### src/rtl/led_bar_pkg.sv
// led_bar_pkg: shared mode and peak-state encodings for the LED bar driver
package led_bar_pkg;
  localparam logic [1:0] MODE_BAR      = 2'd0;
  localparam logic [1:0] MODE_DOT      = 2'd1;
  localparam logic [1:0] MODE_BAR_PEAK = 2'd2;
  localparam logic [1:0] MODE_DOT_PEAK = 2'd3;
  typedef enum logic [1:0] {IDLE, HOLD, DECAY} peak_state_t;
endpackage

### src/rtl/led_level_decode.sv
// led_level_decode: level to thermometer (bar) and one-hot (dot) LED masks
module led_level_decode #(
  parameter int N_LEDS = 16,
  parameter int LW = $clog2(N_LEDS + 1)
) (
  input  logic [LW-1:0]     level,
  output logic [N_LEDS-1:0] therm,
  output logic [N_LEDS-1:0] onehot
);
  for (genvar i = 0; i < N_LEDS; i++) begin : g_bit
    assign therm[i]  = level > LW'(i);
    assign onehot[i] = level == LW'(i + 1);
  end
endmodule

### src/rtl/led_bar_driver.sv
// led_bar_driver: clamped level capture, peak hold/decay FSM and registered LED display mux
module led_bar_driver
  import led_bar_pkg::*;
#(
  parameter int N_LEDS = 16,
  parameter int LW = $clog2(N_LEDS + 1),
  parameter int HOLD_TICKS = 8,
  parameter int DECAY_TICKS = 4
) (
  input  logic              clk,
  input  logic              rst_n,
  input  logic [LW-1:0]     level_in,
  input  logic              level_valid,
  input  logic [1:0]        mode,
  input  logic              tick,
  input  logic              peak_clear,
  output logic [N_LEDS-1:0] led_out,
  output logic [LW-1:0]     peak_out,
  output logic              overflow
);
  localparam int HW = $clog2(HOLD_TICKS + 1);
  localparam int DW = $clog2(DECAY_TICKS + 1);
  localparam logic [LW-1:0] NMAX = LW'(N_LEDS);
  localparam logic [HW-1:0] HOLD_LOAD = HW'(HOLD_TICKS - 1);
  localparam logic [DW-1:0] DECAY_LOAD = DW'(DECAY_TICKS - 1);
  peak_state_t state, state_n;
  logic [LW-1:0] lvl_q, lvl_n, peak_q, peak_n, peak_dec;
  logic [HW-1:0] hold_cnt, hold_n;
  logic [DW-1:0] decay_cnt, decay_n;
  logic [N_LEDS-1:0] bar, dot, pk, led_n;
  logic over;
  assign over = level_valid && (level_in > NMAX);
  assign lvl_n = level_valid ? (over ? NMAX : level_in) : lvl_q;
  assign peak_dec = (peak_q - LW'(1)) > lvl_n ? peak_q - LW'(1) : lvl_n;
  always_comb begin
    state_n = state;
    peak_n = peak_q;
    hold_n = hold_cnt;
    decay_n = decay_cnt;
    if (peak_clear) begin
      state_n = IDLE;
      peak_n = '0;
      hold_n = '0;
      decay_n = '0;
    end else if (level_valid && lvl_n >= peak_q && lvl_n != '0) begin
      state_n = HOLD;
      peak_n = lvl_n;
      hold_n = HOLD_LOAD;
    end else if (tick && state == HOLD) begin
      state_n = hold_cnt == '0 ? DECAY : HOLD;
      hold_n = hold_cnt == '0 ? hold_cnt : hold_cnt - HW'(1);
      decay_n = hold_cnt == '0 ? DECAY_LOAD : decay_cnt;
    end else if (tick && state == DECAY && decay_cnt != '0) begin
      decay_n = decay_cnt - DW'(1);
    end else if (tick && state == DECAY) begin
      // Peak steps down one LED but never below the live level
      peak_n = peak_dec;
      state_n = peak_dec == '0 ? IDLE : (peak_dec == lvl_n ? HOLD : DECAY);
      hold_n = peak_dec == lvl_n ? HOLD_LOAD : hold_cnt;
      decay_n = DECAY_LOAD;
    end
  end
  led_level_decode #(.N_LEDS(N_LEDS), .LW(LW)) u_lvl_dec (
    .level(lvl_q), .therm(bar), .onehot(dot)
  );
  led_level_decode #(.N_LEDS(N_LEDS), .LW(LW)) u_peak_dec (
    .level(peak_q), .therm(), .onehot(pk)
  );
  always_comb
    led_n = mode == MODE_BAR ? bar :
            mode == MODE_DOT ? dot :
            mode == MODE_BAR_PEAK ? (bar | pk) : (dot | pk);
  always_ff @(posedge clk) begin
    if (!rst_n) begin
      state <= IDLE;
      lvl_q <= '0;
      peak_q <= '0;
      hold_cnt <= '0;
      decay_cnt <= '0;
      led_out <= '0;
      overflow <= 1'b0;
    end else begin
      state <= state_n;
      lvl_q <= lvl_n;
      peak_q <= peak_n;
      hold_cnt <= hold_n;
      decay_cnt <= decay_n;
      led_out <= led_n;
      overflow <= over;
    end
  end
  assign peak_out = peak_q;
endmodule

### config.mk
export PLATFORM = sky130hd
export DESIGN_NAME = led_bar_driver
export DESIGN_NICKNAME = d
export VERILOG_FILES = /design/src/rtl/led_bar_pkg.sv /design/src/rtl/led_level_decode.sv /design/src/rtl/led_bar_driver.sv
export SDC_FILE = /design/constraint.sdc
export NUM_CORES = 1
export LEC_CHECK = 0
export BUFFER_PORTS_ARGS = -buffer_cell sky130_fd_sc_hd__buf_2
export CORE_ASPECT_RATIO = 0.8
export CORE_MARGIN = 10
export CORE_UTILIZATION = 30
export CTS_CLUSTER_DIAMETER = 40
export DETAILED_ROUTE_END_ITERATION = 10
export PLACE_DENSITY = 0.43
export SLEW_MARGIN = 0
export SYNTH_ARGS = -nofsm -noshare
export SYNTH_HDL_FRONTEND = slang
export SYNTH_SLANG_ARGS = --single-unit
### constraint.sdc
create_clock -name clk -period 3.15 [get_ports clk]
set_input_delay 0.63 -clock clk [delete_from_list [all_inputs] [get_ports clk]]
set_output_delay 0.63 -clock clk [all_outputs]
set_load 0.01 [all_outputs]
Word-level counts from Yosys, hierarchy flattened

Index checks and enable logic that the tools add are counted.

Flip-flop bits (word level): 36
Input bits: 12
Output and inout bits: 22

$add $sub $neg: 3
Magnitude comparators: 19
Equality and inequality tests: 44
Muxes and demuxes: 27
Bitwise gates (word level): 4
Reductions and logical operators: 25

Operators with widths:

| kind                                                          | number |
|---|---|
| == test 5 x 4 -> 1 bit, second input constant                 | 16 |
| 2-to-1 mux 16 bit                                             | 3 |
| == test 5 x 3 -> 1 bit, second input constant                 | 8 |
| greater-than comparator 5 x 4 -> 1 bit, second input constant | 8 |
| 2-to-1 mux 5 bit                                              | 7 |
| OR 16 bit                                                     | 2 |
| == test 5 x 2 -> 1 bit, second input constant                 | 4 |
| greater-than comparator 5 x 3 -> 1 bit, second input constant | 4 |
| 2-to-1 mux 4 bit                                              | 5 |
| 2-to-1 mux 3 bit                                              | 5 |
| 2-to-1 mux 2 bit                                              | 6 |
| nonzero test 3 bit                                            | 4 |
| == test 5 x 1 -> 1 bit, second input constant                 | 2 |
| == test 5 bit, second input constant                          | 2 |
| greater-than comparator 5 x 1 -> 1 bit, second input constant | 2 |
| greater-than comparator 5 x 2 -> 1 bit, second input constant | 2 |
| != test 2 bit, second input constant                          | 4 |
| AND reduction 4 bit                                           | 2 |
| logical AND 1 bit                                             | 6 |
| != test 3 bit, second input constant                          | 2 |
| AND reduction 3 bit                                           | 2 |
| nonzero test 2 bit                                            | 3 |
| == test 5 bit                                                 | 1 |
| >= comparator 5 bit                                           | 1 |
| 17 further kinds                                              | 21 |

Depth between registers and ports, before layout

Gate-level depths: netlist of run 1.

Word-level depth: 13
Gate-level depth with buffers: 13
Mapped depth without buffers: 11

Hierarchy

From an unflattened synthesis of run 1, not the netlist that was laid out.

Cells, all modules: 368
Area total of the unflattened synthesis: 2,762.6 um^2

Modules (own cells, without submodules):

| module           | instances | cells each | area each (um^2) |
|---|---|---|---|
| led_bar_driver   | 1         | 262        | 2,177.1 |
| led_level_decode | 2         | 53         | 292.8 |

Worst setup path before layout of run 1

OpenSTA, ideal clock, no wires.

Path type: input to register
Start point: input port level_valid
End point: register hold_cnt[3]
Setup time: 69 ps
Arrival time: 2,803 ps
Slack: 278 ps
Stages on the path: 12
Path buffers: 2
Cell sequence: and3b_2 > or2_2 > clkbuf_1 > inv_1 > ha_1 > nand2b_1 > a31oi_1 > o22ai_1 > and2_1 > clkbuf_8 > or4_1 > o21ai_1

Word-level cells in the longest chain between the ends: 8
Elaborated cells on any way between the ends: 13
Classes of those cells: order compare: 2; eq/ne: 1; mux: 3; reduce/logical: 7

Ends and longest elaborated chain:

| what                          | RTL line             | source |
|---|---|---|
| start, declared               | led_bar_driver.sv:13 | `input logic level_valid,` |
| logical AND 1 bit             | led_bar_driver.sv:32 | `assign over = level_valid && (level_in > NMAX);` |
| 2-to-1 mux 5 bit              | led_bar_driver.sv:33 | `assign lvl_n = level_valid ? (over ? NMAX : level_in) : lvl_q;` |
| 2-to-1 mux 5 bit (*)          | led_bar_driver.sv:33 |  |
| via lvl_n[0]                  | led_bar_driver.sv:27 | `logic [LW-1:0] lvl_q, lvl_n, peak_q, peak_n, peak_dec;` |
| greater-than comparator 5 bit | led_bar_driver.sv:34 | `assign peak_dec = (peak_q - LW'(1)) > lvl_n ? peak_q - LW'(1) : lvl_n;` |
| 2-to-1 mux 5 bit              | led_bar_driver.sv:34 |  |
| == test 5 bit                 | led_bar_driver.sv:59 | `hold_n = peak_dec == lvl_n ? HOLD_LOAD : hold_cnt;` |
| nonzero test 2 bit (no line)  | n/a                  |  |
| AND reduction 4 bit (no line) | n/a                  |  |
| end signal, assigned          | led_bar_driver.sv:86 | `hold_cnt <= hold_n;` |
| end, declared                 | led_bar_driver.sv:28 | `logic [HW-1:0] hold_cnt, hold_n;` |

Mark *: on every way through the listed nets, which the timed path passes. The rest lies on a longest branch.
A chain may end at the register's enable or synchronous reset.

Worst setup path in the final report of run 1

Start point: input port level_valid
End point: register hold_cnt[3]

Word-level cells in the longest chain between the ends: 8
Elaborated cells on any way between the ends: 13
Classes of those cells: order compare: 2; eq/ne: 1; mux: 3; reduce/logical: 7

Ends and longest elaborated chain:

| what                           | RTL line |
|---|---|
| logical AND 1 bit              | led_bar_driver.sv:32 |
| 2-to-1 mux 5 bit (2 in series) | led_bar_driver.sv:33 |
| greater-than comparator 5 bit  | led_bar_driver.sv:34 |
| 2-to-1 mux 5 bit               | led_bar_driver.sv:34 |
| == test 5 bit                  | led_bar_driver.sv:59 |
| nonzero test 2 bit (no line)   | n/a |
| AND reduction 4 bit (no line)  | n/a |

Parallel ways exist; a longest one is shown, timed or not.

==> results of run 1 <==
[how the worst max path moves through the flow]
stage                                     to                startpoint  cells after the start  slack, ps
floorplan           hold_cnt[3]$_SDFFE_PP0P_               level_valid                     12        280
global placement    hold_cnt[3]$_SDFFE_PP0P_               level_valid                     11        120
detailed placement  hold_cnt[3]$_SDFFE_PP0P_               level_valid                     11         30
CTS                    state[0]$_SDFFE_PP0P_  peak_out[0]$_SDFFE_PP0P_                     10        300
global route           state[0]$_SDFFE_PP0P_  peak_out[0]$_SDFFE_PP0P_                     10         90
finish              hold_cnt[3]$_SDFFE_PP0P_               level_valid                     11        290
[flip-flops by register name, summed over array words and instances (netlist names)]
name and count:
state 2, overflow 1, peak_out 5, led_out 16, lvl_q 5, hold_cnt 4
decay_cnt 3
[cells in the final DEF (no fill, tap or decap), drive strengths merged, types with 7 or more instances in the layout]
cell / synthesis / final
clkbuf: 12 / 7
nand2b: 8 / 8
o21a: 11 / 11
nand2: 23 / 23
a21oi: 22 / 22
dfxtp: 36 / 36
nor2: 29 / 29
inv: 18 / 18
o21ai: 12 / 12
nor2b: 9 / 9
nand3: 13 / 13
o22ai: 12 / 12
buf: 6 / 50
nor3: 8 / 8
ha: 16 / 16
[through the flow]
step / setup slack, ps / power, W / util [%]
5_1_grt: 94.1 / 0.00121 / 36.5
3_3_place_gp: 120 / 0.000820 / 35.4
4_1_cts: 297 / 0.00116 / 36.5
3_5_place_dp: 26.4 / 0.000817 / 35.4
6_report: 288 / 0.00114 / 36.5
2_1_floorplan: 278 / 0.000718 / -
[cell type report]
type	count	area [sq um]
clock buffers	7	76.3
clock inverters	1	8.76
fillers	880	5140
inverters	18	67.6
multi-input cells	252	1650
flip-flops and latches	36	721
well taps	108	135
repair buffers	50	293
[power by group through the flow]
| stage | clock [W] | sequential, W | combinational, W |
|---|---|---|---|
| 6_report | 0.000330 | 0.000487 | 0.000326 |
| 5_1_grt | 0.000355 | 0.000489 | 0.000362 |
| 4_1_cts | 0.000348 | 0.000487 | 0.000323 |
| 3_5_place_dp | 0 | 0.000497 | 0.000320 |
| 3_3_place_gp | 0 | 0.000497 | 0.000324 |
| 2_1_floorplan | 0 | 0.000501 | 0.000217 |
[per-layer routing]
metal	track usage, %	part of all wire [%]	up-vias
li1	-	-	1257
met1	18.9	54	1206
met2	16.7	38	67
met3	3.36	6.7	7
met4	2.95	0.88	0
met5	0	0	-
[logic make-up (layout without fill, tap and decap cells)]
family / after synthesis / count (layout) / synth area share, %
compound gates: 92 / 92 / 24.6
xor+xnor: 5 / 5 / 1.72
fa+ha+maj: 17 / 17 / 8.30
buf+inv: 36 / 76 / 6.93
flops: 36 / 36 / 28.3
mux: 5 / 5 / 1.96
simple gates: 133 / 133 / 28.2
==> results.toml, run 1 <==
[cells_and_area]
finish.instance_area_sq_um = 2950
diodes = 0
syn2layout_area_growth_pct = 15.9
layout-drive-gt1-share_pct = 19.5
fin_cells = 472
final_nets = 391

[cts]
cts.sinks = 36
post_cts_buffers = 0
worstSkewPairLatency_ps = 290
ctsHtreeMaxLevel = 2
numCtsBuffers = 5
clkTransAtPathRegs_ps = 80
clk_path_buf_depth = 2
ctsResizeCount = 0
cts_root_buf = "clkbuf_8"
cts_tree = "yes"
ctsHoldBuffers = 0

[floorplan]
io_pins = 34
start_util_pct = 31.5
die_h_microns = 102
rows = 29
die_area_sq_um = 12600
core_sq_um = 8090
die_x_microns = 123

[status]
outcome = "finished, final reports clean"

[yosys]
synthFlopType = "dfxtp_1"
synth_seq_cells = 36
yosysTopAreaCell = "dfxtp_1"
synth-edff-count = 0
syn_area_sq_um = 2550
syn_avg_cell_area_sq_um = 7.86
yosysSeqAreaShare_pct = 28.3
synthTopCellsByCount = "dfxtp_1 (36), nor2_1 (29), nand2_1 (23), a21oi_1 (21), inv_1 (17)"
yosysTopAreaCellShare_pct = 28.3
syn_nets = 352
yosysWarnings = 0
synth_top_cells_by_area = "dfxtp_1 (28%), ha_1 (7.9%), nor2_1 (4.3%)"
async_flop_share_pct = 0
synth.most_common_cell = "dfxtp_1"
syn_inst = 324
synth.distinct_cells = 58

[timing]
timing.setup.tns_ps = 0
hold_viol = 0
min_period_ps = 2860
period_share_pct = 90.9
maxSlewViolCount = 0
fmaxAchievable_ghz = 0.349
setup_viol = 0
worst_hold_slack_ps = 468
maxSlewHeadroom_pct = 53.7
tightestPinTransition_ps = 695
rsz0062_at_grt = "false"
fin_skew_ps = 9.60

[worst_setup_path]
critical_path_class = "in2reg"
path_cells = "buf_2 -> and3b_2 -> or2_2 -> inv_1 -> ha_1 -> nand2b_1 -> a31oi_1 -> o22ai_1 -> and2_1 -> or4_1 -> o21ai_1"
end_kind = "flip-flop"
cp.arrival_ps = 3080
r2r_start = "peak_out[0]$_SDFFE_PP0P_"
r2r_slack_ps = 310
cp.required_ps = 3370
regToRegEndpoint = "state[0]$_SDFFE_PP0P_"
critPathMaxStageDelay_ps = 490
crit_path_start_kind = "input pin"
crit_fanout = 15
r2r_cells = 10
crit_slowest_cell = "or4_1"
crit_buf_inv = 2
crit_family = "simple AND/OR/NAND/NOR gates"

[place]
gp_congestion = 0.823
dpl.hpwl_microns = 6010
placed_area_sq_um = 2870
portBuffers = 33
dp_cells = 464

[power_and_ir_drop]
power.switching_w = 0.000383
sequentialPowerShare_pct = 42.6
switching_share_pct = 33.5
powerDensity_nw_per_um2 = 387
p_leak_nw = 1.19
p_comb_share_pct = 28.5
ir_drop_uv = 155
p_int_w = 0.000760
clockPowerShare_pct = 28.9

[detailed_routing]
drt-total-wl_microns = 7820
drc_errors = 0
drt_iter0_markers = 168
vias = 2537
first_pass_iters = 4
detail-route-antenna-nets = 0
drt-wirelength-per-cell_microns = 16.6
avgViaCountPerCell = 5.38

[min_path]
hp-class = "reg2reg"
hold_depth = 1
min_from = "decay_cnt[0]$_SDFFE_PP0P_"
hold_path_end = "decay_cnt[0]$_SDFFE_PP0P_"

[run]
cap_violations = 0

[global_routing]
grt_pass1_wl_microns = 12600
first_global_vias = 2348
grt_antenna_before_repair = 0
grt_use_total_pct = 12.5
grt.overflow.total = 0
grt_start_max_net_pins = 25
Note: power is estimated with default switching activity, not from simulation.
==> run 2: changes to the inputs <==
- CORE_UTILIZATION: 30 -> 45
- PLACE_DENSITY: 0.43 -> 0.61
==> run 2 against run 1 <==
Largest cell class unchanged. Non-clock buffer count fell by 3. Critical endpoint is now decay_cnt[2]$_SDFFE_PP0P_. Maximum frequency fell by 2.7%. Count of clock-buffer cells in the layout did not move. Critical path depth did not move. Wire length fell by 10%. Die area fell by 28%. Final area fell by 2.0%. First-iteration DRC count rose by 11%. Worst setup slack got worse by 79 ps. Largest power group unchanged. Sequential share of layout area rose by 0.51 points. Worst hold slack improved by 10 ps.
==> results.toml, run 2 (synthesis results as in run 1) <==
[worst_setup_path]
crit_path_start_kind = "input pin"
cp.required_ps = 3370
critical_path_class = "in2reg"
crit_fanout = 15
end_kind = "flip-flop"
r2r_start = "lvl_q[0]$_SDFF_PN0_"
r2r_cells = 10
r2r_slack_ps = 270
regToRegEndpoint = "decay_cnt[2]$_SDFFE_PP0P_"
cp.arrival_ps = 3160

[detailed_routing]
detail-route-antenna-nets = 0
first_pass_iters = 4
drc_errors = 0
drt_iter0_markers = 187
drt-wirelength-per-cell_microns = 16.0
avgViaCountPerCell = 5.79
drt-total-wl_microns = 7030
vias = 2544

[global_routing]
grt_start_max_net_pins = 25
grt.overflow.total = 0
grt_pass1_wl_microns = 12100
use_met3_pct = 3.62
first_global_vias = 2334
gr-usage-met2_pct = 21.8
use_met1_pct = 24.0
grt_use_total_pct = 16.0
grt-busiest-layer = "met1"
grt_antenna_before_repair = 0

[cts]
numCtsBuffers = 5
cts_root_buf = "clkbuf_8"
clkTransAtPathRegs_ps = 70
ctsHtreeMaxLevel = 2
clk_path_buf_depth = 2
cts.sinks = 36
ctsResizeCount = 0
worstSkewPairLatency_ps = 290
ctsHoldBuffers = 0
post_cts_buffers = 0
cts_tree = "yes"

[cells_and_area]
largest-register = "led_out"
largest_register_ffs = 16
syn2layout_area_growth_pct = 13.5
finish.instance_area_sq_um = 2890
final_nets = 388
final_cell_mix = "dfxtp_1 (36), buf_2 (33), nor2_1 (29)"
layout-drive-gt1-share_pct = 18.8
fill_cells = 559
final_common_cell = "dfxtp_1"
diodes = 0

[place]
placed_area_sq_um = 2810
gp_congestion = 0.927
portBuffers = 33
dpl.hpwl_microns = 5440

[timing]
fin_skew_ps = 6.67
period_share_pct = 93.4
rsz0062_at_grt = "false"
maxSlewViolCount = 0
min_period_ps = 2940
hold_viol = 0
worst_hold_slack_ps = 478
tightestPinTransition_ps = 705
fmaxAchievable_ghz = 0.340
maxSlewHeadroom_pct = 51.8
setup_viol = 0
timing.setup.tns_ps = 0

[floorplan]
start_util_pct = 46.6
io_pins = 34
rows = 24
die_area_sq_um = 9090
die_h_microns = 87.3
die_x_microns = 104
core_sq_um = 5470

[power_and_ir_drop]
p_leak_nw = 1.18
ir_drop_uv = 222
powerDensity_nw_per_um2 = 390

[min_path]
hp-class = "reg2reg"
min_from = "decay_cnt[0]$_SDFFE_PP0P_"
hold_path_end = "decay_cnt[0]$_SDFFE_PP0P_"
hold_depth = 1

[run]
cap_violations = 0

[status]
outcome = "finished, final reports clean"
run 2: cell types whose count changed in the layout (fill, tap and decap cells not counted), sizes merged:
cell,delta
buf,-3
run 2: metal layers:
layer,share of wire (%),wire (microns),vias up
met5,0,0,-
met4,0.92,65,0
met3,6.4,451,5
met2,39,2750,103
met1,54,3770,1184
li1,-,-,1252
run 2: where the power goes:
group	total (W)	internal, W	switching (W)
logic	0.000314	0.000125	0.000189
clock network	0.000327	0.000158	0.000169
registers	0.000487	0.000474	0.0000134
run 2: how the worst max path moves through the flow:
stage	start	slack, ps	cells after the start	endpoint
final	level_valid	210	11	decay_cnt[2]$_SDFFE_PP0P_
after global routing	lvl_q[0]$_SDFF_PN0_	40	10	decay_cnt[2]$_SDFFE_PP0P_
after CTS	level_valid	350	11	decay_cnt[2]$_SDFFE_PP0P_
after detailed placement	level_valid	50	11	decay_cnt[2]$_SDFFE_PP0P_
after global placement	level_valid	120	11	decay_cnt[2]$_SDFFE_PP0P_
after floorplan	level_valid	280	12	hold_cnt[3]$_SDFFE_PP0P_
run 2: worst max-delay path, stage by stage:
cell and delay (ps):
buf_2 180, and3b_2 250, or2_2 330, inv_1 80
ha_1 220, nand2b_1 140, a31oi_1 170, o22ai_1 190
a2111oi_0 680, nand3b_1 140, a21oi_1 160
run 2: final cells by class:
type	count	area [sq um]	area share, %
Tap cell	78	97.6	3.38
Clock buffer	7	76.3	2.64
Clock inverter	1	8.76	0.303
Timing Repair Buffer	47	270	9.35
Multi-Input combinational cell	252	1650	57.1
Inverter	18	67.6	2.34
Sequential cell	36	721	24.9
run 2: per-stage QoR:
step	std cells	total power (W)	setup slack (ps)	utilization (%)
floorplan	324	0.000718	278	-
global placement	431	0.000805	123	51.4
detailed placement	431	0.000807	54.0	51.4
CTS	439	0.00113	346	52.9
global route	439	0.00120	39.7	52.9
finish	439	0.00113	209	52.9
